$ cat config.mk
export PLATFORM = sky130hd
export DESIGN_NAME = i2s_tx_sched
export DESIGN_NICKNAME = d
export VERILOG_FILES = /design/src/rtl/i2s_tx_sched.sv
export SDC_FILE = /design/constraint.sdc
export NUM_CORES = 1
export LEC_CHECK = 0
export ABC_AREA = 1
export BUFFER_PORTS_ARGS = -buffer_cell sky130_fd_sc_hd__buf_2
export CAP_MARGIN = 20
export CELL_PAD_IN_SITES_DETAIL_PLACEMENT = 1
export CELL_PAD_IN_SITES_GLOBAL_PLACEMENT = 2
export CORE_ASPECT_RATIO = 1.2
export CORE_MARGIN = 4
export CORE_UTILIZATION = 41
export CTS_CLUSTER_SIZE = 10
export DETAILED_ROUTE_END_ITERATION = 12
export PLACE_DENSITY = 0.86
export SLEW_MARGIN = 20
export SYNTH_ARGS = -nofsm -noshare
export SYNTH_HDL_FRONTEND = slang
export SYNTH_SLANG_ARGS = --single-unit
$ cat constraint.sdc
create_clock -name clk_i -period 7.8 [get_ports clk_i]
set_input_delay 0 -clock clk_i [delete_from_list [all_inputs] [get_ports clk_i]]
set_output_delay 0 -clock clk_i [all_outputs]
set_load 0.02 [all_outputs]
$ cat src/rtl/i2s_tx_sched.sv
// Stereo transmit scheduler in front of an I2S core's valid/ready sample port.
// Left and right samples queue in separate FIFOs; on every word-select edge the
// sample for the new slot is chosen according to the channel mode and offered
// to the core, with underrun and late-slot errors reported and counted.
module i2s_tx_sched #(
  parameter int DATA_WIDTH = 32,
  parameter int FIFO_DEPTH = 4
) (
  input  logic                          clk_i,
  input  logic                          rst_n_i,
  input  logic                          en_i,
  input  logic [1:0]                    chm_i,
  input  logic                          i2s_ws_i,
  input  logic                          l_valid_i,
  output logic                          l_ready_o,
  input  logic [DATA_WIDTH-1:0]         l_data_i,
  input  logic                          r_valid_i,
  output logic                          r_ready_o,
  input  logic [DATA_WIDTH-1:0]         r_data_i,
  output logic                          core_tx_valid_o,
  input  logic                          core_tx_ready_i,
  output logic [DATA_WIDTH-1:0]         core_tx_data_o,
  output logic                          lr_o,
  output logic                          busy_o,
  output logic                          underrun_o,
  output logic                          late_o,
  output logic [15:0]                   err_cnt_o,
  output logic [$clog2(FIFO_DEPTH):0]   l_level_o,
  output logic [$clog2(FIFO_DEPTH):0]   r_level_o
);

  localparam int AW = $clog2(FIFO_DEPTH);
  localparam int CW = AW + 1;
  localparam logic [CW-1:0] DEPTH_C = CW'(FIFO_DEPTH);

  typedef enum logic [1:0] {IDLE, SYNC, WAIT, ISSUE} state_t;

  // Channel-indexed FIFO plumbing: index 0 = left, 1 = right.
  logic [1:0]                 in_valid;
  logic [1:0][DATA_WIDTH-1:0] in_data;
  logic [1:0]                 fifo_rdy;
  logic [1:0]                 fifo_empty;
  logic [1:0]                 push;
  logic [1:0]                 pop;
  logic [1:0][DATA_WIDTH-1:0] head;
  logic [1:0][CW-1:0]         level;

  assign in_valid   = {r_valid_i, l_valid_i};
  assign in_data[0] = l_data_i;
  assign in_data[1] = r_data_i;

  genvar gi;
  generate
    for (gi = 0; gi < 2; gi++) begin : g_fifo
      logic [DATA_WIDTH-1:0] mem_q [FIFO_DEPTH];
      logic [AW-1:0]         wr_ptr_q, wr_ptr_d;
      logic [AW-1:0]         rd_ptr_q, rd_ptr_d;
      logic [CW-1:0]         cnt_q, cnt_d;

      // Ready depends only on the registered count, so a same-cycle pop never frees a slot early.
      assign fifo_rdy[gi]   = en_i & (cnt_q != DEPTH_C);
      assign fifo_empty[gi] = (cnt_q == '0);
      assign push[gi]       = in_valid[gi] & fifo_rdy[gi];
      assign head[gi]       = mem_q[rd_ptr_q];
      assign level[gi]      = cnt_q;

      // Pointer/count update; disabling the scheduler flushes the FIFO.
      always_comb begin
        wr_ptr_d = wr_ptr_q;
        rd_ptr_d = rd_ptr_q;
        cnt_d    = cnt_q;
        if (!en_i) begin
          wr_ptr_d = '0;
          rd_ptr_d = '0;
          cnt_d    = '0;
        end else begin
          if (push[gi]) wr_ptr_d = wr_ptr_q + AW'(1);
          if (pop[gi])  rd_ptr_d = rd_ptr_q + AW'(1);
          case ({push[gi], pop[gi]})
            2'b10:   cnt_d = cnt_q + CW'(1);
            2'b01:   cnt_d = cnt_q - CW'(1);
            default: cnt_d = cnt_q;
          endcase
        end
      end

      // FIFO pointer and count registers.
      always_ff @(posedge clk_i) begin
        if (!rst_n_i) begin
          wr_ptr_q <= '0;
          rd_ptr_q <= '0;
          cnt_q    <= '0;
        end else begin
          wr_ptr_q <= wr_ptr_d;
          rd_ptr_q <= rd_ptr_d;
          cnt_q    <= cnt_d;
        end
      end

      // Sample storage; contents need no reset because the count gates every read.
      always_ff @(posedge clk_i) begin
        if (push[gi]) mem_q[wr_ptr_q] <= in_data[gi];
      end
    end
  endgenerate

  state_t                state_q, state_d;
  logic                  ws_q, ws_d;
  logic [DATA_WIDTH-1:0] data_q, data_d;
  logic [DATA_WIDTH-1:0] last_l_q, last_l_d;
  logic                  lr_q, lr_d;
  logic                  und_q, und_d;
  logic                  late_q, late_d;
  logic [15:0]           err_q, err_d;

  logic ws_edge, hs, slot, need, src;

  // Slot scheduling FSM: detects WS edges, selects/pops the slot sample and flags errors.
  always_comb begin
    state_d  = state_q;
    ws_d     = i2s_ws_i;
    data_d   = data_q;
    last_l_d = last_l_q;
    lr_d     = lr_q;
    und_d    = 1'b0;
    late_d   = 1'b0;
    pop      = 2'b00;
    slot     = 1'b0;
    need     = 1'b0;
    src      = i2s_ws_i;
    ws_edge  = (i2s_ws_i != ws_q);
    hs       = (state_q == ISSUE) & core_tx_ready_i;

    if (!en_i) begin
      state_d = IDLE;
    end else begin
      case (state_q)
        IDLE:  state_d = SYNC;
        // Only a falling WS (entry into a left slot) starts the schedule.
        SYNC:  if (ws_edge && !i2s_ws_i) slot = 1'b1;
        WAIT:  if (ws_edge) slot = 1'b1;
        ISSUE: begin
          if (ws_edge) begin
            slot   = 1'b1;
            late_d = ~hs;
          end else if (hs) begin
            state_d = WAIT;
          end
        end
        default: state_d = IDLE;
      endcase
    end

    if (slot) begin
      state_d = ISSUE;
      lr_d    = i2s_ws_i;
      // Mode 00 always pops its own channel; 01/10 pop only their own slot; 11 pops only in the left slot.
      case (chm_i)
        2'b00:   need = 1'b1;
        2'b01:   need = ~i2s_ws_i;
        2'b10:   need = i2s_ws_i;
        default: need = ~i2s_ws_i;
      endcase
      if (need) begin
        if (!fifo_empty[src]) begin
          pop[src] = 1'b1;
          data_d   = head[src];
        end else begin
          data_d = '0;
          und_d  = 1'b1;
        end
      end else if (chm_i == 2'b11) begin
        data_d = last_l_q;
      end else begin
        data_d = '0;
      end
      if (chm_i == 2'b11 && !i2s_ws_i) last_l_d = data_d;
    end
  end

  // Saturating error counter: one step per cycle with any error pulse.
  always_comb begin
    err_d = err_q;
    if ((und_d | late_d) && err_q != 16'hFFFF) err_d = err_q + 16'd1;
  end

  // Scheduler state registers.
  always_ff @(posedge clk_i) begin
    if (!rst_n_i) begin
      state_q  <= IDLE;
      ws_q     <= 1'b0;
      data_q   <= '0;
      last_l_q <= '0;
      lr_q     <= 1'b0;
      und_q    <= 1'b0;
      late_q   <= 1'b0;
      err_q    <= '0;
    end else begin
      state_q  <= state_d;
      ws_q     <= ws_d;
      data_q   <= data_d;
      last_l_q <= last_l_d;
      lr_q     <= lr_d;
      und_q    <= und_d;
      late_q   <= late_d;
      err_q    <= err_d;
    end
  end

  assign core_tx_valid_o = (state_q == ISSUE);
  assign core_tx_data_o  = data_q;
  assign busy_o          = (state_q == WAIT) || (state_q == ISSUE);
  assign lr_o            = lr_q;
  assign underrun_o      = und_q;
  assign late_o          = late_q;
  assign err_cnt_o       = err_q;
  assign l_ready_o       = fifo_rdy[0];
  assign r_ready_o       = fifo_rdy[1];
  assign l_level_o       = level[0];
  assign r_level_o       = level[1];

endmodule

After elaboration in Yosys (flattened, before gate mapping)
Memory sizes are Yosys's and may differ from the RTL's. A register that Yosys moved wholly into a read port is not among the register bits.
Cells that the tools add are included.
W data, S select, Z words.

cells by class
  add/subtract/negate cells = 9
  magnitude comparators = 2
  equal/unequal tests = 16
  muxes and demuxes = 39
  bitwise operators = 8
  reductions and logical operators = 16

operator list
  kind                     number
  $mux W32                 5
  $mux W2                  11
  $mux W1                  17
  $add A16 B1 Y16 const B  1
  $ne A16 B16 Y1 const B   1
  $eq A2 B2 Y1 const B     6
  $pmux W3 S2              2
  $add A2 B1 Y2 const B    4
  $add A3 B1 Y3 const B    2
  $eq A2 B1 Y1 const B     3
  $logic_not A3 Y1         2
  $ne A3 B3 Y1 const B     2
  $sub A3 B1 Y3 const B    2
  $and A1 B1 Y1            5
  $logic_and A1 B1 Y1      4
  $logic_not A2 Y1         2
  $ne A4 B1 Y1 const B     1
  $ne A4 B2 Y1 const B     1
  $ne A4 B3 Y1 const B     1
  $pmux W1 S2              2
  $pmux W2 S2              1
  $reduce_and A2 Y1        2
  $reduce_bool A2 Y1       2
  $reduce_and A3 Y1        1
  9 further kinds          10

word-level totals
  flip-flop bits (word level) = 100
  memory bits (writable) = 256
  input port bits = 73
  output and inout bits = 61
  word-level logic and storage cells = 106
  memories = 2

memory list
  memory           depth  width  rd ports  clocked after Yosys merged registers in  wr ports  RTL line  text
  g_fifo[0].mem_q  4      32     1         1                                        1         55        logic [DATA_WIDTH-1:0] mem_q [FIFO_DEPTH];
  g_fifo[1].mem_q  4      32     1         1                                        1         55

Longest topological paths before layout
Gate-level depths: netlist (run 1).

  depth in word-level cells = 10
  mapped depth = 18
  gate-level depth less buffers = 15

Least setup slack after synthesis (run 1)
OpenSTA, ideal clock, no wires.

  path type = reg2reg
  start = reg g_fifo[0].cnt_q[1], in the netlist l_level_o[1]
  end = mem g_fifo[0].mem_q[0][0] (enable)
  library setup time = 0.421 ns
  arrival time = 2.751 ns
  data required time = 7.379 ns
  setup slack = 4.628 ns
  stages on the path, launching flop included = 5
  path buffers = 0
  period minus slack after synthesis = 3.172 ns
  cells stage by stage = dfxtp_1 -> inv_1 -> a31oi_1 -> nand2_1 -> nor2_1

on the way
  cells in the longest elaborated chain, start to end = 5

RTL lines
  what                           RTL line  text
  start: declaration             58        logic [CW-1:0] cnt_q, cnt_d;
  start signal: assignment       96        cnt_q <= cnt_d;
  $ne A3 B3 Y1                   61        assign fifo_rdy[gi] = en_i & (cnt_q != DEPTH_C);
  $and A1 B1 Y1                  61
  via l_ready_o                  15        output logic l_ready_o,
  $and A1 B1 Y1                  63        assign push[gi] = in_valid[gi] & fifo_rdy[gi];
  $mux W1                        102       if (push[gi]) mem_q[wr_ptr_q] <= in_data[gi];
  $mux W1 (not written as such)  102
  end: declaration               55

The timed path passes the listed nets, and every way through them passes these cells.

Worst setup path after layout (run 1)
  start = in i2s_ws_i
  end = reg g_fifo[0].cnt_q[2], in the netlist l_level_o[2]

on the way
  cells in the longest elaborated chain, start to end = 9
  elaborated cells on any way between the ends = 24
  those cells by class = 2 x order compare; 3 x eq/ne; 14 x mux; 1 x bitwise; 4 x reduce/logical

RTL lines
  what                                                                RTL line  text
  start: declaration                                                  13        input logic i2s_ws_i,
  $lt A1 B2 Y1 (not written as such) or $ge A1 B1 Y1 (tied branches)  166       pop[src] = 1'b1;
  $logic_and A1 B1 Y1 (not written as such)                           166
  $mux W1 (not written as such)                                       166
  $demux W1 S1                                                        166
  $mux W2                                                             165       if (!fifo_empty[src]) begin
  $mux W2                                                             164       if (need) begin
  $mux W2 *                                                           154       if (slot) begin
  via pop[0]                                                          44        logic [1:0] pop;
  $eq A2 B1 Y1 or $eq A2 B2 Y1 (tied branches)                        79        case ({push[gi], pop[gi]})
  $pmux W3 S2 or $reduce_bool A2 Y1 (tied branches)                   n/a

The timed path passes the listed nets; every way through them passes the cells marked *. The select of a mux whose other input is x is not followed.
A chain may end at the register's enable or synchronous reset.

==> results.sh, run 1 <==
export IMPL_status="finished, final reports clean"
export IMPL_cp_slowest_cell="buf_2"
export IMPL_start_util_pct=41.8
export IMPL_core_um2=36200
export IMPL_path_clk_slew_ps=50
export IMPL_io_pins=134
export IMPL_placed_cells=2091
export IMPL_grt_pass1_vias=11800
export IMPL_io_buffer_count=133
export IMPL_routedWlPerCell_um=18.6
export IMPL_clockRootBuffer="clkbuf_16"
export IMPL_arrival_ps=4010
export IMPL_ys_seq_area_share_pct=64.5
export IMPL_drv_slew=0
export IMPL_multi_input_comb_area_um2=4580
export IMPL_synth_seq_cells=360
export IMPL_final_common_cell="nand2_1"
export IMPL_area_growth_pct=19.0
export IMPL_grt_usage_pct=20.6
export IMPL_worst_r2r_path_depth=10
export IMPL_endpoint_kind="register"
export IMPL_synthesis_instances=1556
export IMPL_vias=11400
export IMPL_use_met1_pct=25.7
export IMPL_ant_nets=0
export IMPL_yosysWarningCount=0
export IMPL_min_from="l_valid_i"
export IMPL_finClkSkew_ps=18.5
export IMPL_grt_max_degree=70
export IMPL_rrSetupSlack_ps=4780
export IMPL_fillerInstances=4082
export IMPL_die_area_um2=40100
export IMPL_final_cell_mix="360 x nand2_1, 256 x edfxtp_1, 232 x nor2_1"
export IMPL_cts_tree="done"
export IMPL_busiest_layer="met2"
export IMPL_tritoncts_num_buffers=43
export IMPL_min_path_cells=3
export IMPL_syn_area_um2=15100
export IMPL_reg2reg_to="core_tx_data_o[29]"
export IMPL_crit_chain="buf_2, inv_2, ha_1, nand2_1, nand3_2, inv_2, buf_4, nand2_1, inv_1, ha_1, inv_1, fa_1, a21oi_1, o21ai_0, o21ai_0, a21oi_1"
export IMPL_cts_sinks=360
export IMPL_first_pass_iters=6
export IMPL_cts_buffer_depth=3
export IMPL_vdd_drop_max_v=0.000207
export IMPL_cts_setup_buffers=0
export IMPL_fin_cells=2225
export IMPL_diodes=0
export IMPL_worst_slack_ps=4200
export IMPL_wl_um=41400
export IMPL_rsz0062_at_grt="false"
export IMPL_dp_hpwl_um=25100
export IMPL_min_period_ps=3600
export IMPL_drt_initial_drc_count=727
export IMPL_yosysUniqueCellTypes=35
export IMPL_critPathTopFamily="buffers and inverters"
export IMPL_drc=0
export IMPL_crit_type="in -> reg"
export IMPL_cp_max_fo=69
export IMPL_grt_overflow_total=0
export IMPL_required_ps=8210
export IMPL_antenna_found_initial=0
export IMPL_total_leakage_power_nw=7.11
export IMPL_insertion_delay_ps=540
export IMPL_drive_above_1_share_pct=12.7
export IMPL_preCtsSetupSlack_ps=3610
export IMPL_grt_pass1_wl_um=65000
export IMPL_ff_latch_area_um2=9770
export IMPL_htreeDepth=2
export IMPL_synth_edff_count=256
export IMPL_period_share_pct=46.1
export IMPL_row_count=76
export IMPL_max_stage_delay_ps=710
export IMPL_vias_per_cell=5.12
export IMPL_setup_tns_ps=0
export IMPL_finalSetupViolCount=0
export IMPL_critPathBufInv=6
export IMPL_place_gp_congestion=0.748
export IMPL_power_density_nw_per_um2=228
export IMPL_drv_cap=0
export IMPL_async_flop_share_pct=0
export IMPL_fmax_mhz=278
export IMPL_nNetsFinal=1821
export IMPL_die_w_um=183
export IMPL_fp_dieH_um=219
export IMPL_worstMarginPinSlew_ps=979
export IMPL_synth_avg_cell_area_um2=9.73
export IMPL_holdCritPathClass="in -> reg"
export IMPL_worstHoldEndpoint="g_fifo[0].wr_ptr_q[0]"
export IMPL_synth_ff_type="edfxtp_1"
export IMPL_met2_usage_pct=36.8
export IMPL_start_kind="input port"
export IMPL_hold_viol=0
export IMPL_grt_use_met3_pct=3.11
export IMPL_max_slew_margin_pct=34.7
export IMPL_synth_nets=1643
## sequential cells by signal, summed over array words and instances (netlist names), 3 cells and up, named ones only
signal           cells
l_level_o            3
g_fifo.mem_q       256
g_fifo.rd_ptr_q      4
core_tx_data_o      32
last_l_q            32
r_level_o            3
g_fifo.wr_ptr_q      4
err_cnt_o           16
## area by class of cell
type / count / share of cell area, %
inverter: 114 / 2.39
clock inverter: 5 / 0.167
multi-input combinational: 1001 / 25.4
tap: 468 / 3.25
sequential: 360 / 54.3
clock buffer: 63 / 6.50
timing repair buffer: 214 / 7.99
## worst reg2reg max path, cell delays in order, from the launching register on
cell and delay, ps:
dfxtp_2 310, buf_4 530, clkinv_2 950, nor2_1 350, nor2_1 80, o21ai_0 140
nand3_1 170, nand3_1 180, nand3_1 80, nand2_1 90, inv_1 40
## layer usage
| metal | vias up | routed length [µm] |
|---|---|---|
| met5 | - | 0 |
| met4 | 0 | 1150 |
| met3 | 60 | 1780 |
| met2 | 226 | 21100 |
| met1 | 5575 | 17400 |
| li1 | 5535 | - |
## synth_stat cells, types with 7 or more instances
master    number  area [µm²]
nand3_1      216        1080
o21ai_0       79         395
inv_1        108         405
o21a_1        32         240
nor2_1       240         901
ha_1          12         150
buf_2         28         140
edfxtp_1     256        7690
a21oi_1       28         140
clkbuf_1      40         150
nand2_1      360        1350
nand4_1        7        43.8
dfxtp_1      104        2080
## logic make-up (layout without fill, tap and decap cells)
logic type,after synthesis,count (layout),synth area share (%)
simple gates,836,836,23.1
buf+inv,195,396,5.41
xor+xnor,7,7,0.405
compound gates,144,144,5.34
flops,360,360,64.5
fa+ha+maj,14,14,1.26
## per-stage QoR
stage | cell area (µm²) | hold WS [ps] | total power, mW | util, %
2_1_floorplan | 15100 | 98.9 | 2.26 | -
3_3_place_gp | 16100 | 208 | 2.36 | 44.6
3_5_place_dp | 16100 | 216 | 2.36 | 44.6
4_1_cts | 18000 | 22.5 | 4.15 | 49.7
5_1_grt | 18000 | 66.3 | 4.27 | 49.7
6_report | 18000 | 23.9 | 4.11 | 49.7
## power breakdown
group          internal (mW)  total (mW)  leakage (nW)  switching [mW]
Combinational         0.0846       0.241          3.37           0.156
Clock                   1.03        1.76         0.580           0.734
Sequential              2.09        2.11          3.17          0.0187
## worst max-delay path by stage
stage	startpoint	end	slack, ps	depth (start not counted)
floorplan	l_level_o[1]	g_fifo[0].mem_q[0][0]	4630	4
global placement	i2s_ws_i	l_level_o[2]	3690	16
detailed placement	i2s_ws_i	l_level_o[2]	3610	16
CTS	i2s_ws_i	l_level_o[2]	4130	16
global route	i2s_ws_i	l_level_o[2]	3720	16
finish	i2s_ws_i	l_level_o[2]	4200	16
## what timing repair did
item	CTS	global route
endpoints found under the hold margin	261	0
gates resized for setup	0	0
hold buffers	66	0
No activity file was read; power rests on OpenSTA's default activity.
==> run 2: changes to the inputs <==
--- a/config.mk
+++ b/config.mk
@@ -12,10 +12,10 @@
 export CELL_PAD_IN_SITES_GLOBAL_PLACEMENT = 2
 export CORE_ASPECT_RATIO = 1.2
 export CORE_MARGIN = 4
-export CORE_UTILIZATION = 41
+export CORE_UTILIZATION = 38
 export CTS_CLUSTER_SIZE = 10
 export DETAILED_ROUTE_END_ITERATION = 12
-export PLACE_DENSITY = 0.86
+export PLACE_DENSITY = 0.8
 export SLEW_MARGIN = 20
 export SYNTH_ARGS = -nofsm -noshare
 export SYNTH_HDL_FRONTEND = slang
==> constraint.sdc (replaced) <==
create_clock -name clk_i -period 3.71 [get_ports clk_i]
set_input_delay 0 -clock clk_i [delete_from_list [all_inputs] [get_ports clk_i]]
set_output_delay 0 -clock clk_i [all_outputs]
set_load 0.02 [all_outputs]
==> run 2 against run 1 <==
  * Sequential power up 110%
  * Clock skew down 2.8 ps
  * Combinational power up 110%
  * Clock power up 120%
==> results.sh, run 2 (synthesis results as in run 1) <==
export IMPL_grt_pass1_wl_um=67100
export IMPL_endpoint_kind="register"
export IMPL_cp_startpoint="ws_q"
export IMPL_grt_usage_pct=19.9
export IMPL_rsz0062_at_grt="false"
export IMPL_die_w_um=190
export IMPL_max_slew_margin_pct=40.3
export IMPL_io_pins=134
export IMPL_dp_hpwl_um=26700
export IMPL_period_share_pct=64.9
export IMPL_vdd_drop_max_v=0.000366
export IMPL_status="finished, final reports clean"
export IMPL_cp_max_fo=5
export IMPL_fin_cells=2303
export IMPL_finClkSkew_ps=15.7
export IMPL_io_buffer_count=133
export IMPL_holdCritPathClass="in -> reg"
export IMPL_grt_pass1_vias=12000
export IMPL_cts_tree="done"
export IMPL_arrival_ps=2840
export IMPL_ant_nets=0
export IMPL_crit_chain="ha_1, nand2_1, nand3_2, nor2_1, nand2_1, inv_1, ha_1, inv_1, fa_1, a21oi_1, o21ai_0, o21ai_0, a21oi_1"
export IMPL_setup_tns_ps=0
export IMPL_htreeDepth=2
export IMPL_core_um2=39000
export IMPL_insertion_delay_ps=550
export IMPL_crit_type="reg -> reg"
export IMPL_fp_dieH_um=227
export IMPL_grt_overflow_total=0
export IMPL_drv_cap=0
export IMPL_cts_buffer_depth=3
export IMPL_start_util_pct=38.8
export IMPL_p_total_mw=8.90
export IMPL_place_gp_congestion=0.794
export IMPL_placed_cells=2158
export IMPL_min_period_ps=2410
export IMPL_final_common_cell="nand2_1"
export IMPL_max_stage_delay_ps=380
export IMPL_finalSetupViolCount=0
export IMPL_hold_viol=0
export IMPL_largest_register="g_fifo.mem_q"
export IMPL_start_kind="register"
export IMPL_largest_register_ffs=256
export IMPL_nNetsFinal=1830
export IMPL_cts_setup_buffers=0
export IMPL_required_ps=4140
export IMPL_cts_sinks=360
export IMPL_drc=0
export IMPL_drive_above_1_share_pct=13.1
export IMPL_drv_slew=0
export IMPL_met2_usage_pct=35.4
export IMPL_vias_per_cell=4.95
export IMPL_cp_slowest_cell="fa_1"
export IMPL_wl_um=42900
export IMPL_first_pass_iters=5
export IMPL_row_count=79
export IMPL_area_growth_pct=20.6
export IMPL_power_density_nw_per_um2=487
export IMPL_drt_initial_drc_count=694
export IMPL_rr_startpoint="ws_q"
export IMPL_cts_hold_buf=66
export IMPL_busiest_layer="met2"
export IMPL_cts_resized_gates=0
export IMPL_fin_area_um2=18300
export IMPL_final_cell_mix="360 x nand2_1, 256 x edfxtp_1, 232 x nor2_1"
export IMPL_placed_area_um2=16300
export IMPL_antenna_found_initial=1
export IMPL_worst_slack_ps=1300
export IMPL_clockRootBuffer="clkbuf_16"
export IMPL_worstMarginPinSlew_ps=895
export IMPL_die_area_um2=43100
export IMPL_use_met1_pct=25.5
export IMPL_path_clk_slew_ps=60
export IMPL_min_from="l_valid_i"
export IMPL_grt_max_degree=69
export IMPL_vias=11400
export IMPL_preCtsSetupSlack_ps=1330
export IMPL_tritoncts_num_buffers=43
export IMPL_total_leakage_power_nw=7.21
export IMPL_fillerInstances=4372
export IMPL_routedWlPerCell_um=18.6
export IMPL_fmax_mhz=415
export IMPL_grt_use_met3_pct=2.86
[run 2: cell count changes in the layout (fill, tap and decap cells not counted), moves of 2 or more]
cell / delta
buf_4: +9
dfxtp_2: -2
clkbuf_1: +9
dfxtp_1: +2
[run 2: worst paths after layout]
path / to / slack [ps] / cells past startpoint
min: g_fifo[0].wr_ptr_q[0] / 40 / 3
max reg2reg: r_level_o[2] / 1300 / 13
min reg2reg: g_fifo[0].rd_ptr_q[1] / 480 / 2
max: r_level_o[2] / 1300 / 13
[run 2: through the flow]
stage | hold WS [ps] | util [%]
after floorplan | 98.9 | -
after global placement | 207 | 41.7
after detailed placement | 217 | 41.7
after CTS | 10.2 | 46.7
after global routing | 64.3 | 46.8
final | 39.3 | 46.8
[run 2: per-layer routing]
layer	vias to the layer above	part of all wire [%]
met1	5609	43
met5	-	0
li1	5558	-
met2	178	51
met4	0	2.4
met3	63	3.6
[run 2: worst max-delay path, delay by kind of cell (launching register included)]
kind / cells / cell delay, ps
adders and majority gates: 3 / 850
and+or+nand+nor: 4 / 480
AOI/OAI and AO/OA: 4 / 460
DFF: 1 / 300
buffers and inverters: 2 / 210
[run 2: power by group]
part           internal [mW]  switching, mW
Combinational          0.182          0.335
Clock                   2.34           1.62
Sequential              4.39         0.0372
Total                   6.91           1.99
[run 2: layout make-up]
class                   count  area, µm²  share of cell area [%]
multi-input cells        1001       4580                    25.1
clock buffers              74       1240                    6.81
repair buffers            223       1510                    8.25
inverters                 114        430                    2.36
flip-flops and latches    360       9770                    53.5
clock inverters             4       60.1                   0.329
diodes                      1       2.50                  0.0137
well taps                 526        658                    3.61
